## src/rtl/sequenciador_instrucao.sv

```systemverilog
// Instruction sequencer: buffers 9-bit instruction words in a small FIFO and
// steps each one through four control-unit cycles (count 00..11).
module sequenciador_instrucao #(
    parameter int DEPTH = 4
) (
    input  logic       clock,
    input  logic       resetn,
    input  logic [8:0] instr_in,
    input  logic       instr_valid,
    output logic       instr_ready,
    input  logic       halt,
    input  logic       abort,
    output logic [8:0] ir,
    output logic [1:0] count,
    output logic       busy,
    output logic       done,
    output logic [3:0] level
);

    localparam int PW = $clog2(DEPTH);

    typedef enum logic {
        ST_IDLE = 1'b0,
        ST_EXEC = 1'b1
    } state_t;

    state_t      r_state;
    logic [8:0]  r_mem [DEPTH];
    logic [PW-1:0] r_wr_ptr;
    logic [PW-1:0] r_rd_ptr;
    logic [3:0]  r_level;
    logic [8:0]  r_ir;
    logic [1:0]  r_count;
    logic        r_done;

    state_t      w_state_nxt;
    logic [1:0]  w_count_nxt;
    logic        w_done_nxt;
    logic        w_pop;
    logic        w_push;
    logic        w_ready;
    logic        w_not_empty;

    // Pop decisions only look at the registered level, so a word pushed this
    // edge cannot be popped before the next one.
    assign w_ready     = (r_level != 4'(DEPTH));
    assign w_not_empty = (r_level != 4'd0);
    assign w_push      = instr_valid & w_ready & ~abort;

    // Next-state, step counter, pop request and done pulse
    always_comb begin
        w_state_nxt = r_state;
        w_count_nxt = r_count;
        w_done_nxt  = 1'b0;
        w_pop       = 1'b0;
        if (abort) begin
            w_state_nxt = ST_IDLE;
            w_count_nxt = 2'b00;
        end else begin
            case (r_state)
                ST_IDLE: begin
                    w_count_nxt = 2'b00;
                    if (w_not_empty && !halt) begin
                        w_pop       = 1'b1;
                        w_state_nxt = ST_EXEC;
                    end else begin
                        w_state_nxt = ST_IDLE;
                    end
                end
                ST_EXEC: begin
                    if (halt) begin
                        w_count_nxt = r_count;
                    end else if (r_count != 2'b11) begin
                        w_count_nxt = r_count + 2'b01;
                    end else begin
                        w_done_nxt  = 1'b1;
                        w_count_nxt = 2'b00;
                        if (w_not_empty) begin
                            w_pop = 1'b1;
                        end else begin
                            w_state_nxt = ST_IDLE;
                        end
                    end
                end
                default: begin
                    w_state_nxt = ST_IDLE;
                    w_count_nxt = 2'b00;
                end
            endcase
        end
    end

    // Control state, instruction register, step counter and done pulse
    always_ff @(posedge clock or negedge resetn) begin
        if (!resetn) begin
            r_state <= ST_IDLE;
            r_ir    <= 9'd0;
            r_count <= 2'b00;
            r_done  <= 1'b0;
        end else begin
            r_state <= w_state_nxt;
            r_count <= w_count_nxt;
            r_done  <= w_done_nxt;
            if (w_pop) begin
                r_ir <= r_mem[r_rd_ptr];
            end else begin
                r_ir <= r_ir;
            end
        end
    end

    // FIFO pointers and occupancy; abort empties the buffer
    always_ff @(posedge clock or negedge resetn) begin
        if (!resetn) begin
            r_wr_ptr <= '0;
            r_rd_ptr <= '0;
            r_level  <= 4'd0;
        end else if (abort) begin
            r_wr_ptr <= '0;
            r_rd_ptr <= '0;
            r_level  <= 4'd0;
        end else begin
            if (w_push) begin
                r_wr_ptr <= r_wr_ptr + PW'(1);
            end else begin
                r_wr_ptr <= r_wr_ptr;
            end
            if (w_pop) begin
                r_rd_ptr <= r_rd_ptr + PW'(1);
            end else begin
                r_rd_ptr <= r_rd_ptr;
            end
            case ({w_push, w_pop})
                2'b10:   r_level <= r_level + 4'd1;
                2'b01:   r_level <= r_level - 4'd1;
                default: r_level <= r_level;
            endcase
        end
    end

    // FIFO storage
    always_ff @(posedge clock or negedge resetn) begin
        if (!resetn) begin
            for (int i = 0; i < DEPTH; i++) begin
                r_mem[i] <= 9'd0;
            end
        end else if (w_push) begin
            r_mem[r_wr_ptr] <= instr_in;
        end else begin
            r_mem[r_wr_ptr] <= r_mem[r_wr_ptr];
        end
    end

    assign instr_ready = w_ready;
    assign ir          = r_ir;
    assign count       = r_count;
    assign busy        = (r_state == ST_EXEC);
    assign done        = r_done;
    assign level       = r_level;

endmodule

```

## config.mk

```make
export PLATFORM = sky130hd
export DESIGN_NAME = sequenciador_instrucao
export DESIGN_NICKNAME = d
export VERILOG_FILES = /design/src/rtl/sequenciador_instrucao.sv
export SDC_FILE = /design/constraint.sdc
export NUM_CORES = 1
export LEC_CHECK = 0
export BUFFER_PORTS_ARGS = -buffer_cell sky130_fd_sc_hd__buf_2
export CAP_MARGIN = 20
export CORE_MARGIN = 5
export CORE_UTILIZATION = 45
export DETAILED_ROUTE_END_ITERATION = 7
export GPL_TIMING_DRIVEN = 1
export SYNTH_ARGS = -nofsm -noshare
export SYNTH_HDL_FRONTEND = slang
export SYNTH_SLANG_ARGS = --single-unit
```

## constraint.sdc

```tcl
create_clock -name clock -period 3.6 [get_ports clock]
set_input_delay 0.36 -clock clock [delete_from_list [all_inputs] [get_ports clock]]
set_output_delay 0.36 -clock clock [all_outputs]
set_load 0.02 [all_outputs]
```

Yosys cells after proc, flatten, opt, wreduce, memory -nomap -nowiden --
Index checks and enable logic that the tools add are counted. Widths: inputs -> output; s select.
Storage, ports and cells: bits in latches 0, word-level logic and storage cells 72, memory bits (read-only) 0, output and inout port bits 18, bits of input ports 14, memory bits (writable) 0, memories 0, flip-flop bits (word level) 57
Cells by class: multiply operators 0, shift operators 0, multiplexer cells 35, add/sub/neg operators 5, reduce and logical (&&, ||, !) cells 7, divide/modulo/power cells 0, eq/ne operators 5, bitwise logic cells 6, magnitude comparators 3
Operator list (number):
- $bwmux 36 | 2
- $mux 9 | 5
- $bmux 9 s2 | 2
- $mux 36 | 1
- $demux 9 s2 | 1
- $mux 2 | 7
- $mux 1 | 12
- $pmux 4 s2 | 1
- $add 2x1->2 const B | 3
- $ge 3x3->1 const B | 2
- $not 2->3 | 2
- $add 4x1->4 const B | 1
- $mux 4 | 1
- $ne 4x3->1 const B | 1
- $pmux 1 s2 | 2
- $pmux 2 s2 | 1
- $reduce_bool 2->1 | 2
- $reduce_bool 4->1 | 1
- $sub 4x1->4 const B | 1
- $lt 3x1->1 const B | 1
- $ne 3x3->1 const B | 1
- $reduce_bool 3->1 | 1
- $and 1x1->1 | 2
- $eq 2x1->1 const B | 1
- other kinds (5) | 7

Depth between registers and ports, before layout --
Gate-level depths: netlist of the first run.
word-level depth 9, mapped depth 9, depth with buffers taken out 9

Worst setup path after synthesis of the first run --
No wires, ideal clock.
path kind register to register, from register r_level[1] (netlist: level[1]), to register r_level[3] (netlist: level[3]), path slack 0.764 ns, cell stages (with the launch flop) 9, arrival 2.710 ns, clock period less this slack 2.836 ns, required time 3.474 ns, path through dfrtp_1 nor4_1 nor3_1 and3_1 ha_1 nand3_1 a211oi_1 mux2i_1 a311o_1
Between the ends: word-level cells in the longest chain between the ends 9, elaborated cells between the ends (all ways) 18
RTL lines:
- start: declaration | RTL line 31 | logic [3:0] r_level;
- start signal: assignment | RTL line 134 | 2'b10: r_level <= r_level + 4'd1;
- start signal: assignment | RTL line 135 | 2'b01: r_level <= r_level - 4'd1;
- start signal: assignment | RTL line 136 | default: r_level <= r_level;
- $reduce_bool 4->1 | RTL line 47 | assign w_not_empty = (r_level != 4'd0);
- $mux 1 | RTL line 78 | if (w_not_empty) begin
- $mux 1 | RTL line 73 | end else if (r_count != 2'b11) begin
- $mux 1 | RTL line 71 | if (halt) begin
- $pmux 1 s2 | RTL line 60 | case (r_state)
- $mux 1 | RTL line 56 | if (abort) begin
- $eq 2x1->1 / $eq 2x2->1 (equally long branches) | RTL line 133 | case ({w_push, w_pop})
- $pmux 4 s2 | RTL line 133
- $mux 4 | RTL line 118 | end else if (abort) begin
Several ways; a longest one is shown, not always the timed one. A chain may end at the register's enable or synchronous reset.

Final worst setup path of the first run --
from register r_count[0] (netlist: count[0]), to register r_level[3] (netlist: level[3])
Between the ends: word-level cells in the longest chain between the ends 8, elaborated cells between the ends (all ways) 10
RTL lines:
- start: declaration | RTL line 33 | logic [1:0] r_count;
- start signal: assignment | RTL line 102 | r_count <= w_count_nxt;
- $ne 2x2->1 * | RTL line 73
- $mux 1 * | RTL line 73
- $mux 1 * | RTL line 71
- $pmux 1 s2 * | RTL line 60
- $mux 1 * | RTL line 56
- $eq 2x1->1 / $eq 2x2->1 (equally long branches) | RTL line 133
- $pmux 4 s2 | RTL line 133
- $mux 4 | RTL line 118
Mark *: on every way between the ends. The rest lies on a longest branch, timed or not.

==> metrics list, run 1 <==
- The flow ran to the end, and the final reports show no timing, DRC or antenna violations.
- The worst setup path is captured at a flip-flop.
- After clock tree synthesis, the clock-pin slew on the worst setup and hold paths is 0.06 ns.
- TritonCTS built the clock tree.
* Top fanout value on the critical path: 6
- Share of total power in the clock network: 0.210
- The die covers 8200 um2.
- Worst slew slack as a fraction of its limit: 0.522
- After technology mapping, the gate count stands at 250.
- Of the total power, the share spent switching nets is 0.381.
- Post-Syn Area per Cell: 11.7 um2
- Met2 Resource Use GR: 0.257
* CTS max path bufs: 2
* Residual overflow from global routing: 0
- Post-route DRC: 0
- Relative to the synthesized area, the layout overhead comes to 15.5%.
* Standard-cell rows: 29
* EDFF count, synth: 0
- Number of synthesized register bits: 57
- Leaving out fill and tap cells, the most frequent cells in the layout are dfrtp_1 (57), nor2_1 (44), a21oi_1 (42), buf_2 (31), mux4_2 (18).
- Dividing the detail-routed via count by the number of cells gives 5.62.
- Required time worst endpoint: 3.82 ns
- Vias in the first global route: 2096
- In this run the power density over the cells is 838 nW/um2.
- The final number of hold-violating endpoints came to 0.
* Worst slew pin tran: 0.717 ns
- The congestion estimate from routability-driven global placement came to 0.846.
- The number of antenna diodes in the final layout is 0.
* Cell at the root of the clock tree: clkbuf_8
* FMAX: 354 MHz
* Final Net Count: 305
- The worst path in the final design needs a cycle of 2.82 ns, including I/O delays and setup.
- Post-Syn Nets: 272
* Dominant synthesized flop cell: dfrtp_1
* Crit path top cell by count: ha_1
* Layout cells sized above 1: 0.299
- Yosys printed 0 warnings.
- Path type of the worst setup path: reg -> reg
* Static power due to leakage: 1.36 nW
- The clock reaches the later pin of the worst-skew pair after 0.33 ns.
- Once the clock tree was built, the setup fixing pass inserted 0 buffers.
- In this run the standard cell core region covers 6350 um2.
- Internal portion of total power: 1.75 mW
- Across the run, the number of max-cap violations was 0.
- Data on the critical path arrives at its endpoint at 3.04 ns.
- Cells resized by post-CTS repair: 0
* Cell Chain, Critical Path: ha_1, nor2b_1, nor3_1, and3_1, ha_1, nand3_1, a211oi_1, mux2i_1, a311o_1
- Summing every instance area after synthesis gives 2920 um2.
* CTS sink count: 57
- In this run, CTS created clock tree buffers numbering 9.
* Final instance count without filler cells: 365
* Area of all placed cells without fillers: 3380 um2
- For this design the top-level I/O count stands at 32.
- For this configuration, the core starts out at a cell density of 0.460.
- For this design the total switching power over the nets is 1.08 mW.
- Setup violations remaining at the end of the flow were counted as 0.
- Dividing the detail-routed wire length by the instance count gives 17.2 um.
* Post-place instance area: 3150 um2
- The layer flagged by global routing as most heavily used is met2.
* Starting DRT DRC Count: 145
- Share of the yosys chip area belonging to registers: 0.488
- Once placement completed, the tool counted placed cells totaling 347.
* Layout filler cell count: 562
- GR Layer Usage met1: 0.212
* Comb pwr share: 0.392
* Post-layout power: 2.83 mW
- The routed design has 6.27 mm of wire.
- Pins Over Slew Limit: 0
* Hold_ws: 0.347 ns
* Count of unique library cells instantiated by Yosys: 38
- In the finished design, the share of the clock period the worst path needs comes to 0.784.
* Initial antenna violation count: 0
- Maximum number of pins on one net before global-route repair: 46
- The number of buffers and inverters on the critical path is 0.
* Half-perimeter wire length after detailed placement: 4.05 mm
- Total track usage: 0.163
* Routing usage on met3: 0.0617
* Antenna Violating Nets Remaining: 0
* Hold-fix buffers at CTS: 0
- Number of H-tree levels: 3
* Most common library cell in the layout ignoring fill and taps: dfrtp_1
* Worst hold path type: in -> reg
- In this run the tool buffered the top-level ports with 31 buffer cells.
- In the synthesized netlist the async set-or-reset flop fraction comes to 1.00.
- IR analysis of the VDD net gives a maximum drop of 0.000408 V.
- The worst setup path is launched from a flip-flop.
- Wire length of the first global-routing pass: 10.6 mm
- Sequential share of power: 0.398
* Number of detailed-routing iterations run before antenna repair: 4
- Critical-path cell with the highest stage delay: nor2b_1
- Unrepaired setup endpoints after global routing: no
- Adding up every negative setup slack in the final design gives 0 ns.
- From bottom edge to top edge, the die measures 90.6 um.
- The routed layout has 2053 vias.
* Fin Clk Skew: 0.00744 ns
* CP max stage delay: 0.44 ns
- Grouping stages by cell kind, the critical path spends the most delay in simple AND/OR/NAND/NOR gates.
- From left edge to right edge, the die measures 90.6 um.
==> cells by family (layout without fill, tap and decap cells) <==
logic type / count (synthesis) / count (layout) / synth area share
muxes: 38 / 38 / 0.211
buffers and inverters: 21 / 59 / 0.0287
xor gates and xnor gates: 4 / 4 / 0.0120
AOI/OAI and AO/OA: 53 / 53 / 0.110
and+or+nand+nor: 69 / 69 / 0.113
adders and majority gates: 8 / 8 / 0.0368
DFF: 57 / 57 / 0.488
==> area by class of cell <==
| cell class | instances | area [um2] | share of cell area |
|---|---|---|---|
| multi-input combinational | 172 | 1420 | 0.420 |
| clock buffer | 11 | 141 | 0.0419 |
| inverter | 6 | 25.0 | 0.00741 |
| clock inverter | 5 | 55.1 | 0.0163 |
| sequential | 57 | 1430 | 0.423 |
| tap | 77 | 96.3 | 0.0285 |
| timing repair buffer | 37 | 215 | 0.0638 |
==> tightest hold or removal path: cells and delay by family <==
kind            cells  cell delay [ns]
compound gates      1             0.06
buf+inv             1             0.14
simple gates        1             0.07
==> cell usage after synthesis, drive strengths merged, types with 2 or more instances <==
library cell	number	area, um2
a21oi	42	210
buf	9	36.3
clkbuf	6	22.5
dfrtp	57	1430
ha	7	87.6
inv	6	25.0
mux2	9	101
mux2i	11	110
mux4	18	405
nand2	6	22.5
nand3	3	15.0
nand4	2	12.5
nor2	44	165
nor3	7	45.0
o21ai	2	10.0
xnor2	2	17.5
xor2	2	17.5
==> routing by layer <==
| metal | share of wire | vias up |
|---|---|---|
| met5 | 0 | - |
| met4 | 0.0099 | 0 |
| met3 | 0.058 | 6 |
| met2 | 0.48 | 57 |
| met1 | 0.45 | 1016 |
| li1 | - | 974 |
==> flip-flops by register name (all words and copies together) (netlist names) <==
| signal | cells |
|---|---|
| busy | 1 |
| count | 2 |
| done | 1 |
| ir | 9 |
| level | 4 |
| r_mem | 36 |
| r_rd_ptr | 2 |
| r_wr_ptr | 2 |
==> path summary, 6_finish.rpt <==
check                                startpoint                 endpoint  slack (ns)  depth (start not counted)
max                        count[0]$_DFFE_PN0P_     level[3]$_DFFE_PN0P_        0.78                          9
min                                 instr_valid  r_wr_ptr[1]$_DFFE_PN0P_        0.35                          3
max reg2reg                count[0]$_DFFE_PN0P_     level[3]$_DFFE_PN0P_        0.78                          9
min reg2reg                   ir[4]$_DFFE_PN0N_        ir[4]$_DFFE_PN0N_        0.50                          1
max in group asynchronous                resetn    r_mem[16]$_DFFE_PN0P_        2.52                          4
min in group asynchronous                resetn        ir[6]$_DFFE_PN0N_        0.38                          2
==> power groups by stage <==
stage | clock network (mW) | registers (mW) | logic, mW
final | 0.595 | 1.12 | 1.11
after global routing | 0.645 | 1.17 | 1.23
after CTS | 0.614 | 1.13 | 1.12
after detailed placement | 0 | 1.14 | 1.12
after global placement | 0 | 1.13 | 1.10
after floorplan | 0 | 1.13 | 0.805
==> per-stage QoR <==
step | util | setup WS [ns]
after floorplan | - | 0.764
after global placement | 0.496 | 0.867
after detailed placement | 0.496 | 0.839
after CTS | 0.527 | 0.797
after global routing | 0.532 | 0.602
final | 0.532 | 0.778
(Power assumes the default switching activity.)
==> inputs of run 2 (changes only) <==
Settings changed: PLACE_DENSITY set to 0.66.
Clock period 3.6 ns to 2.49 ns, I/O delays scaled along.
==> run 2 against run 1 <==
Critical path type unchanged. Global-route usage increased by 0.15 points. Wire length decreased by 0.11%. Flip-flop and latch count unchanged. Core utilization increased by 1.0 points. Fmax increased by 18%. Final area increased by 1.9%. Via count increased by 0.34%. Sequential power increased by 43%. Clock power increased by 26%. Largest power group is now combinational cells. Die area unchanged. Count of clock-buffer cells in the layout unchanged. Non-clock buffer count increased by 7.
==> metrics list, run 2 (synthesized netlist as in run 1, its figures left out) <==
* Skew-Pair Late Insertion Delay: 0.34 ns (was 0.33 ns)
- Total track usage: 0.165 (was 0.163)
- Top fanout value on the critical path: 7 (was 6)
- Vias in the first global route: 2140 (was 2096)
- Residual overflow from global routing: 0 (unchanged)
- Half-perimeter wire length after detailed placement: 4.24 mm (was 4.05 mm)
* FMAX: 417 MHz (was 354 MHz)
* Cells resized by post-CTS repair: 0 (unchanged)
- The number of flip-flops under the largest register name was 36 (unchanged).
- Critical Path Start Type: flip-flop (unchanged)
* Cell at the root of the clock tree: clkbuf_8 (unchanged)
- The clock tree buffer depth is 2 (unchanged).
- The setup total negative slack is 0 ns (unchanged).
- Sw Share: 0.386 (was 0.381)
* Die Ht: 90.6 um (unchanged)
- The fraction of power consumed by combinational cells is 0.433 (was 0.392).
- Commonest cells after routing, fill and taps aside: dfrtp_1 (53), nor2_1 (44), a21oi_1 (42), buf_2 (31), mux4_2 (18) (was dfrtp_1 (57), nor2_1 (44), a21oi_1 (42), buf_2 (31), mux4_2 (18))
* Cell Chain, Critical Path: nor4_4, nor3_1, and3_4, ha_1, a21oi_1, a211oi_1, mux2i_1, a311o_1 (was ha_1, nor2b_1, nor3_1, and3_1, ha_1, nand3_1, a211oi_1, mux2i_1, a311o_1)
- Final critical-path required period: 2.40 ns (was 2.82 ns)
* Result of the run: finished, final reports clean (unchanged)
- The cell-internal power is 2.54 mW (was 1.75 mW).
* Crit path capture type: flip-flop (unchanged)
- Wire length of the first global-routing pass: 10.7 mm (was 10.6 mm)
- The final setup violation count is 0 (unchanged).
* Weighted congestion reported at the end of routability-driven placement: 0.831 (was 0.846)
- Fin Clk Skew: 0.00846 ns (was 0.00744 ns)
- The placeable core region is 6350 um2 (unchanged).
- The category of the critical setup timing path is reg -> reg (unchanged).
* Area overhead of the layout relative to synthesis: 17.8% (was 15.5%)
- The period utilization is 0.963 (was 0.784).
* Static power due to leakage: 1.39 nW (was 1.36 nW)
- Hold-fix buffers at CTS: 0 (unchanged)
- Initial Util: 0.460 (unchanged)
* Clk pin slew, worst setup/hold paths: 0.07 ns (was 0.06 ns)
- Starting DRT DRC Count: 102 (was 145)
* Crit-path leading delay family: compound AO/OA/AOI/OAI gates (was simple AND/OR/NAND/NOR gates)
- Count of buffers inserted at the top-level ports: 31 (unchanged)
- The largest register by flop count was r_mem (unchanged).
- Share of total power in the clock network: 0.181 (was 0.210)
* Switching Power: 1.60 mW (was 1.08 mW)
- VDD IR max: 0.000652 V (was 0.000408 V)
- Area enclosed by the die boundary: 8200 um2 (unchanged)
- The delay contributed by the slowest stage of the critical path came to 0.48 ns (was 0.44 ns).
- The number of core rows came to 29 (unchanged).
- The setup slack of the most critical reg-to-reg path is 0.09 ns (was 0.78 ns).
- Power density over cell area: 1200 nW/um2 (was 838 nW/um2)
- The number of fill cells in the layout is 557 (was 562).
- The max capacitance violation total was 0 (unchanged).
* Post-route DRC: 0 (unchanged)
- CP Buf/Inv Count: 0 (unchanged)
- DIE WIDTH: 90.6 um (unchanged)
- The required time of the worst setup path is 2.71 ns (was 3.82 ns).
* Post-place instance area: 3250 um2 (was 3150 um2)
- Hold Vio Cnt, Final: 0 (unchanged)
- Number of H-tree levels: 3 (unchanged)
- The worst-path cell with the longest stage delay was dfrtp_2 (was nor2b_1).
* Layout cells sized above 1: 0.346 (was 0.299)
- Unrepaired setup endpoints after global routing: no (unchanged)
- Routed len/inst: 16.8 um (was 17.2 um)
- Final wirelength: 6.27 mm (about the same)
- CTS sink count: 57 (unchanged)
* Post-layout power: 4.13 mW (was 2.83 mW)
- The total number of nets in the final design is 312 (was 305).
- The TritonCTS clock tree was built (unchanged).
- Worst slew slack as a fraction of its limit: 0.320 (was 0.522)
* Diode count: 0 (unchanged)
- Most common library cell in the layout ignoring fill and taps: dfrtp_1 (unchanged)
- Crit path DAT: 2.62 ns (was 3.04 ns)
- The kind of path behind the tightest hold check was in -> async (was in -> reg).
- Maximum number of pins on one net before global-route repair: 58 (was 46)
- The sequential share of power came to 0.386 (was 0.398).
- The total via count in the routed design was 2060 (was 2053).
- The via count normalized by instance count was 5.54 (was 5.62).
- The number of antenna violations at the first check in global routing is 0 (unchanged).
- The design area was 3440 um2 (was 3380 um2).
- The total iterations of the first detailed-routing run was 4 (unchanged).
- The number of CTS-inserted buffers is 9 (unchanged).
- The residual antenna-violating net count after detailed routing was 0 (unchanged).
* Boundary Pins: 32 (unchanged)
* Worst slew pin tran: 1.01 ns (was 0.717 ns)
* Pins Over Slew Limit: 0 (unchanged)
[run 2: repair_timing]
item,4_1_cts,5_1_grt
buffers inserted,0,1
endpoints found under the setup margin,0,1
endpoints found under the hold margin,0,0
[run 2: through the flow]
stage | hold WS [ns] | util | setup WS [ns] | instances
2_1_floorplan | -0.0466 | - | 0.0135 | 250
3_3_place_gp | 0.438 | 0.512 | 0.108 | 354
3_5_place_dp | 0.438 | 0.512 | 0.0757 | 354
5_1_grt | 0.117 | 0.542 | 0.00607 | 372
4_1_cts | 0.0612 | 0.539 | 0.0629 | 370
6_report | 0.0466 | 0.542 | 0.0927 | 372
[run 2: layout make-up]
| type | count | area [um2] | area share |
|---|---|---|---|
| clock buffers | 11 | 141 | 0.0411 |
| multi-input cells | 172 | 1450 | 0.420 |
| well taps | 77 | 96.3 | 0.0280 |
| flip-flops and latches | 57 | 1430 | 0.416 |
| clock inverters | 5 | 31.3 | 0.00909 |
| inverters | 6 | 25.0 | 0.00727 |
| repair buffers | 44 | 269 | 0.0782 |
[run 2: path summary, 6_finish.rpt]
kind,startpoint,to,cells past startpoint
setup reg to reg,level[3]$_DFFE_PN0P_,level[3]$_DFFE_PN0P_,8
hold reg to reg,ir[0]$_DFFE_PN0N_,ir[0]$_DFFE_PN0N_,1
hold / removal,resetn,ir[6]$_DFFE_PN0N_,2
max in group asynchronous,resetn,level[3]$_DFFE_PN0P_,2
min in group clock,instr_valid,r_wr_ptr[1]$_DFFE_PN0P_,3
setup / recovery,level[3]$_DFFE_PN0P_,level[3]$_DFFE_PN0P_,8
[run 2: per-layer routing]
layer / up-vias / share of wire / GRT usage
li1: 993 / - / -
met1: 997 / 0.44 / 0.211
met2: 60 / 0.49 / 0.268
met3: 10 / 0.060 / 0.0517
met4: 0 / 0.011 / 0.0484
met5: - / 0 / 0
[run 2: power by group through the flow]
stage	clock (mW)	combinational [mW]	sequential (mW)
global placement	0	1.74	1.59
floorplan	0	1.19	1.65
detailed placement	0	1.77	1.61
finish	0.749	1.79	1.60
CTS	0.775	1.78	1.60
global route	0.813	1.98	1.66
==> inputs of run 3 (changes only) <==
Settings changed: PLACE_DENSITY 0.66 to unset.
Clock period 2.49 ns to 2.5 ns, I/O delays scaled along.
==> run 3 against run 2 <==
Clock power is 15% higher. Register-to-register slack improved by 0.08 ns. Global-route usage is 0.22 points higher. Sequential share of layout area shrank 0.70 points. Wire length up 1.6%. Fmax up 3.1%. Critical endpoint unchanged. Highest routed layer unchanged.
==> metrics list, run 3 (synthesized netlist as in run 1, its figures left out) <==
* Path type of the worst setup path: reg -> reg (unchanged)
- The peak clock frequency supported by timing is 430 MHz (was 417 MHz).
- The kind of cell with the highest combined delay on the critical path is simple AND/OR/NAND/NOR gates (was compound AO/OA/AOI/OAI gates).
- The clock-pin slew on the worst setup and hold paths was 0.06 ns (was 0.07 ns).
- Overall via count from detail_route: 2088 (was 2060)
* Half-perimeter wire length after detailed placement: 4.38 mm (was 4.24 mm)
* CTS sink count: 57 (unchanged)
- The required time of the worst setup path was 2.72 ns (was 2.71 ns).
- The count of buffers inserted at the top-level ports came to 31 (unchanged).
- The number of H-tree levels was 3 (unchanged).
- DIE WIDTH: 90.6 um (unchanged)
- Multi-input logic area: 1470 um2 (was 1450 um2)
- Worst slew pin tran: 1.03 ns (was 1.01 ns)
- The worst hold-check slack is 0.238 ns (was 0.0466 ns).
- Area overhead of the layout relative to synthesis: 19.8% (was 17.8%)
- Most common library cell in the layout ignoring fill and taps: dfrtp_1 (unchanged)
* TritonCTS clock tree: built (unchanged)
* Crit path DAT: 2.54 ns (was 2.62 ns)
- Hold Path Depth: 3
- The worst slew slack as a fraction of its limit is 0.311 (was 0.320).
- The placeable core region was 6350 um2 (unchanged).
- The pin count of the biggest net entering global routing came to 34 (was 58).
- The clock latency of the later-clocked register in the worst-skew pair came to 0.33 ns (was 0.34 ns).
- Static power due to leakage: 1.41 nW (was 1.39 nW)
- The effective utilization at floorplan is 0.460 (unchanged).
* Die Ht: 90.6 um (unchanged)
- Inst Count DP: 356 (was 354)
* Layout cells sized above 1: 0.357 (was 0.346)
- Final critical-path required period: 2.33 ns (was 2.40 ns)
- The total iterations of the first detailed-routing run is 4 (unchanged).
* Hold Vio Cnt, Final: 0 (unchanged)
* Cell Chain, Critical Path: buf_4, nor4b_4, inv_4, nand2_2, and3_4, ha_4, nand3_1, a211oi_2, mux2i_1, a311o_1 (was nor4_4, nor3_1, and3_4, ha_1, a21oi_1, a211oi_1, mux2i_1, a311o_1)
- Vias in the first global route: 2136 (was 2140)
* CTS max path bufs: 2 (unchanged)
- The setup total negative slack was 0 ns (unchanged).
* Hold worst-path end: r_wr_ptr[1]$_DFFE_PN0P_
- The number of flip-flops under the largest register name is 36 (unchanged).
* Post-route DRC: 0 (unchanged)
- The die outline area was 8200 um2 (unchanged).
- The register area was 1430 um2 (unchanged).
- The violation count after the first detailed-route iteration came to 93 (was 102).
* Critical Path Start Type: flip-flop (unchanged)
- Result of the run: finished, final reports clean (unchanged)
- Unrepaired setup endpoints after global routing: no (unchanged)
* Worst r2r dst: level[3]$_DFFE_PN0P_ (unchanged)
* Period utilisation layout: 0.930 (was 0.963)
* Routed len/inst: 17.0 um (was 16.8 um)
- The via count normalized by instance count was 5.58 (was 5.54).
- Boundary Pins: 32 (unchanged)
- Pins Over Slew Limit: 0 (unchanged)
* Max-cap violations: 0 (unchanged)
- CP Buf/Inv Count: 2 (was 0)
- The final RePlAce weighted congestion came to 0.892 (was 0.831).
- Diode count: 0 (unchanged)
- Post-layout power: 4.24 mW (was 4.13 mW)
- The residual antenna-violating net count after detailed routing is 0 (unchanged).
- The kind of path behind the tightest hold check is in -> reg (was in -> async).
* Final wirelength: 6.37 mm (was 6.27 mm)
- Standard-cell rows: 29 (unchanged)
* Commonest cells after routing, fill and taps aside: dfrtp_1 (53), nor2_1 (44), a21oi_1 (41), buf_2 (31), mux4_2 (18) (was dfrtp_1 (53), nor2_1 (44), a21oi_1 (42), buf_2 (31), mux4_2 (18))
- Final count of negative-setup-slack endpoints: 0 (unchanged)
- Initial antenna violation count: 0 (unchanged)
- The kind of end point of the critical path was a flip-flop (unchanged).
- The power per standard cell area is 1210 nW/um2 (was 1200 nW/um2).
- The maximum resistive drop on vdd came to 0.000772 V (was 0.000652 V).
* Final Net Count: 315 (was 312)
* Number of clock buffers inserted by TritonCTS: 9 (unchanged)
* Layout filler cell count: 554 (was 557)
- Critical-path cell with the highest stage delay: dfrtp_2 (unchanged)
- The worst reg2reg path depth is 10 (was 8).
- Cell at the root of the clock tree: clkbuf_8 (unchanged)
- The critical-path maximum fanout is 6 (was 7).
- The overflow left after global routing was 0 (unchanged).
* Biggest register: r_mem (unchanged)
- The aggregate global-route resource usage is 0.167 (was 0.165).
* Launch point of the worst reg-to-reg path: level[1]$_DFFE_PN0P_ (was level[3]$_DFFE_PN0P_)
- Register-to-Register Setup Slack: 0.17 ns (was 0.09 ns)
* Post-route core utilization: 0.551 (was 0.542)
* Wire length of the first global-routing pass: 10.7 mm (about the same)
- Hold Startpoint: instr_valid
- Final instance count without filler cells: 374 (was 372)
- The delay contributed by the slowest stage of the critical path is 0.42 ns (was 0.48 ns).
- The clock tree skew after final layout came to 0.00893 ns (was 0.00846 ns).
## run 3: cell types whose count changed in the layout (fill, tap and decap cells not counted), sizes merged
cell         delta
dlygate4sd3     +1
buf             +2
clkbuf          +1
clkinv          -2
bufinv          +1
clkinvlp        -1
## run 3: worst min-delay path, stage by stage
cell and delay (ns):
buf_2 0.15, nand3_1 0.08, a21oi_1 0.06
## run 3: report_power, final
part           internal, mW  switching, mW
sequential             1.28          0.299
combinational         0.873          0.922
clock                 0.506          0.356
total                  2.66           1.58
## run 3: per-layer routing
metal  GRT usage  share of wire
met5           0              0
met1       0.218           0.44
met2       0.266           0.50
met4      0.0707          0.013
met3      0.0375          0.041
## run 3: layout make-up
class	count	share of cell area
inverters	6	0.00715
clock buffers	12	0.0443
repair buffers	47	0.0794
flip-flops and latches	57	0.409
clock inverters	3	0.0114
multi-input cells	172	0.421
well taps	77	0.0275
## run 3: how the worst max path moves through the flow
stage | start | to | slack [ns] | cells past startpoint
6_report | level[1]$_DFFE_PN0P_ | level[3]$_DFFE_PN0P_ | 0.17 | 10
4_1_cts | level[0]$_DFFE_PN0P_ | level[3]$_DFFE_PN0P_ | 0.002 | 8
5_1_grt | level[1]$_DFFE_PN0P_ | level[3]$_DFFE_PN0P_ | 0.04 | 10
3_3_place_gp | level[0]$_DFFE_PN0P_ | level[3]$_DFFE_PN0P_ | 0.09 | 8
2_1_floorplan | level[3]$_DFFE_PN0P_ | level[3]$_DFFE_PN0P_ | 0.02 | 9
3_5_place_dp | level[0]$_DFFE_PN0P_ | level[3]$_DFFE_PN0P_ | 0.02 | 8
## run 3: stage by stage
| stage | setup WS (ns) | instance area [um2] |
|---|---|---|
| after floorplan | 0.0235 | 2960 |
| after global routing | 0.0377 | 3500 |
| after CTS | 0.00247 | 3460 |
| final | 0.175 | 3500 |
| after global placement | 0.0885 | 3250 |
| after detailed placement | 0.0215 | 3250 |
## run 3: repair_timing
item	4_1_cts	5_1_grt
buffers inserted	0	2
endpoints found under the setup margin	0	13
hold endpoints to repair	57	0
hold buffers	1	0
gates resized for setup	0	4
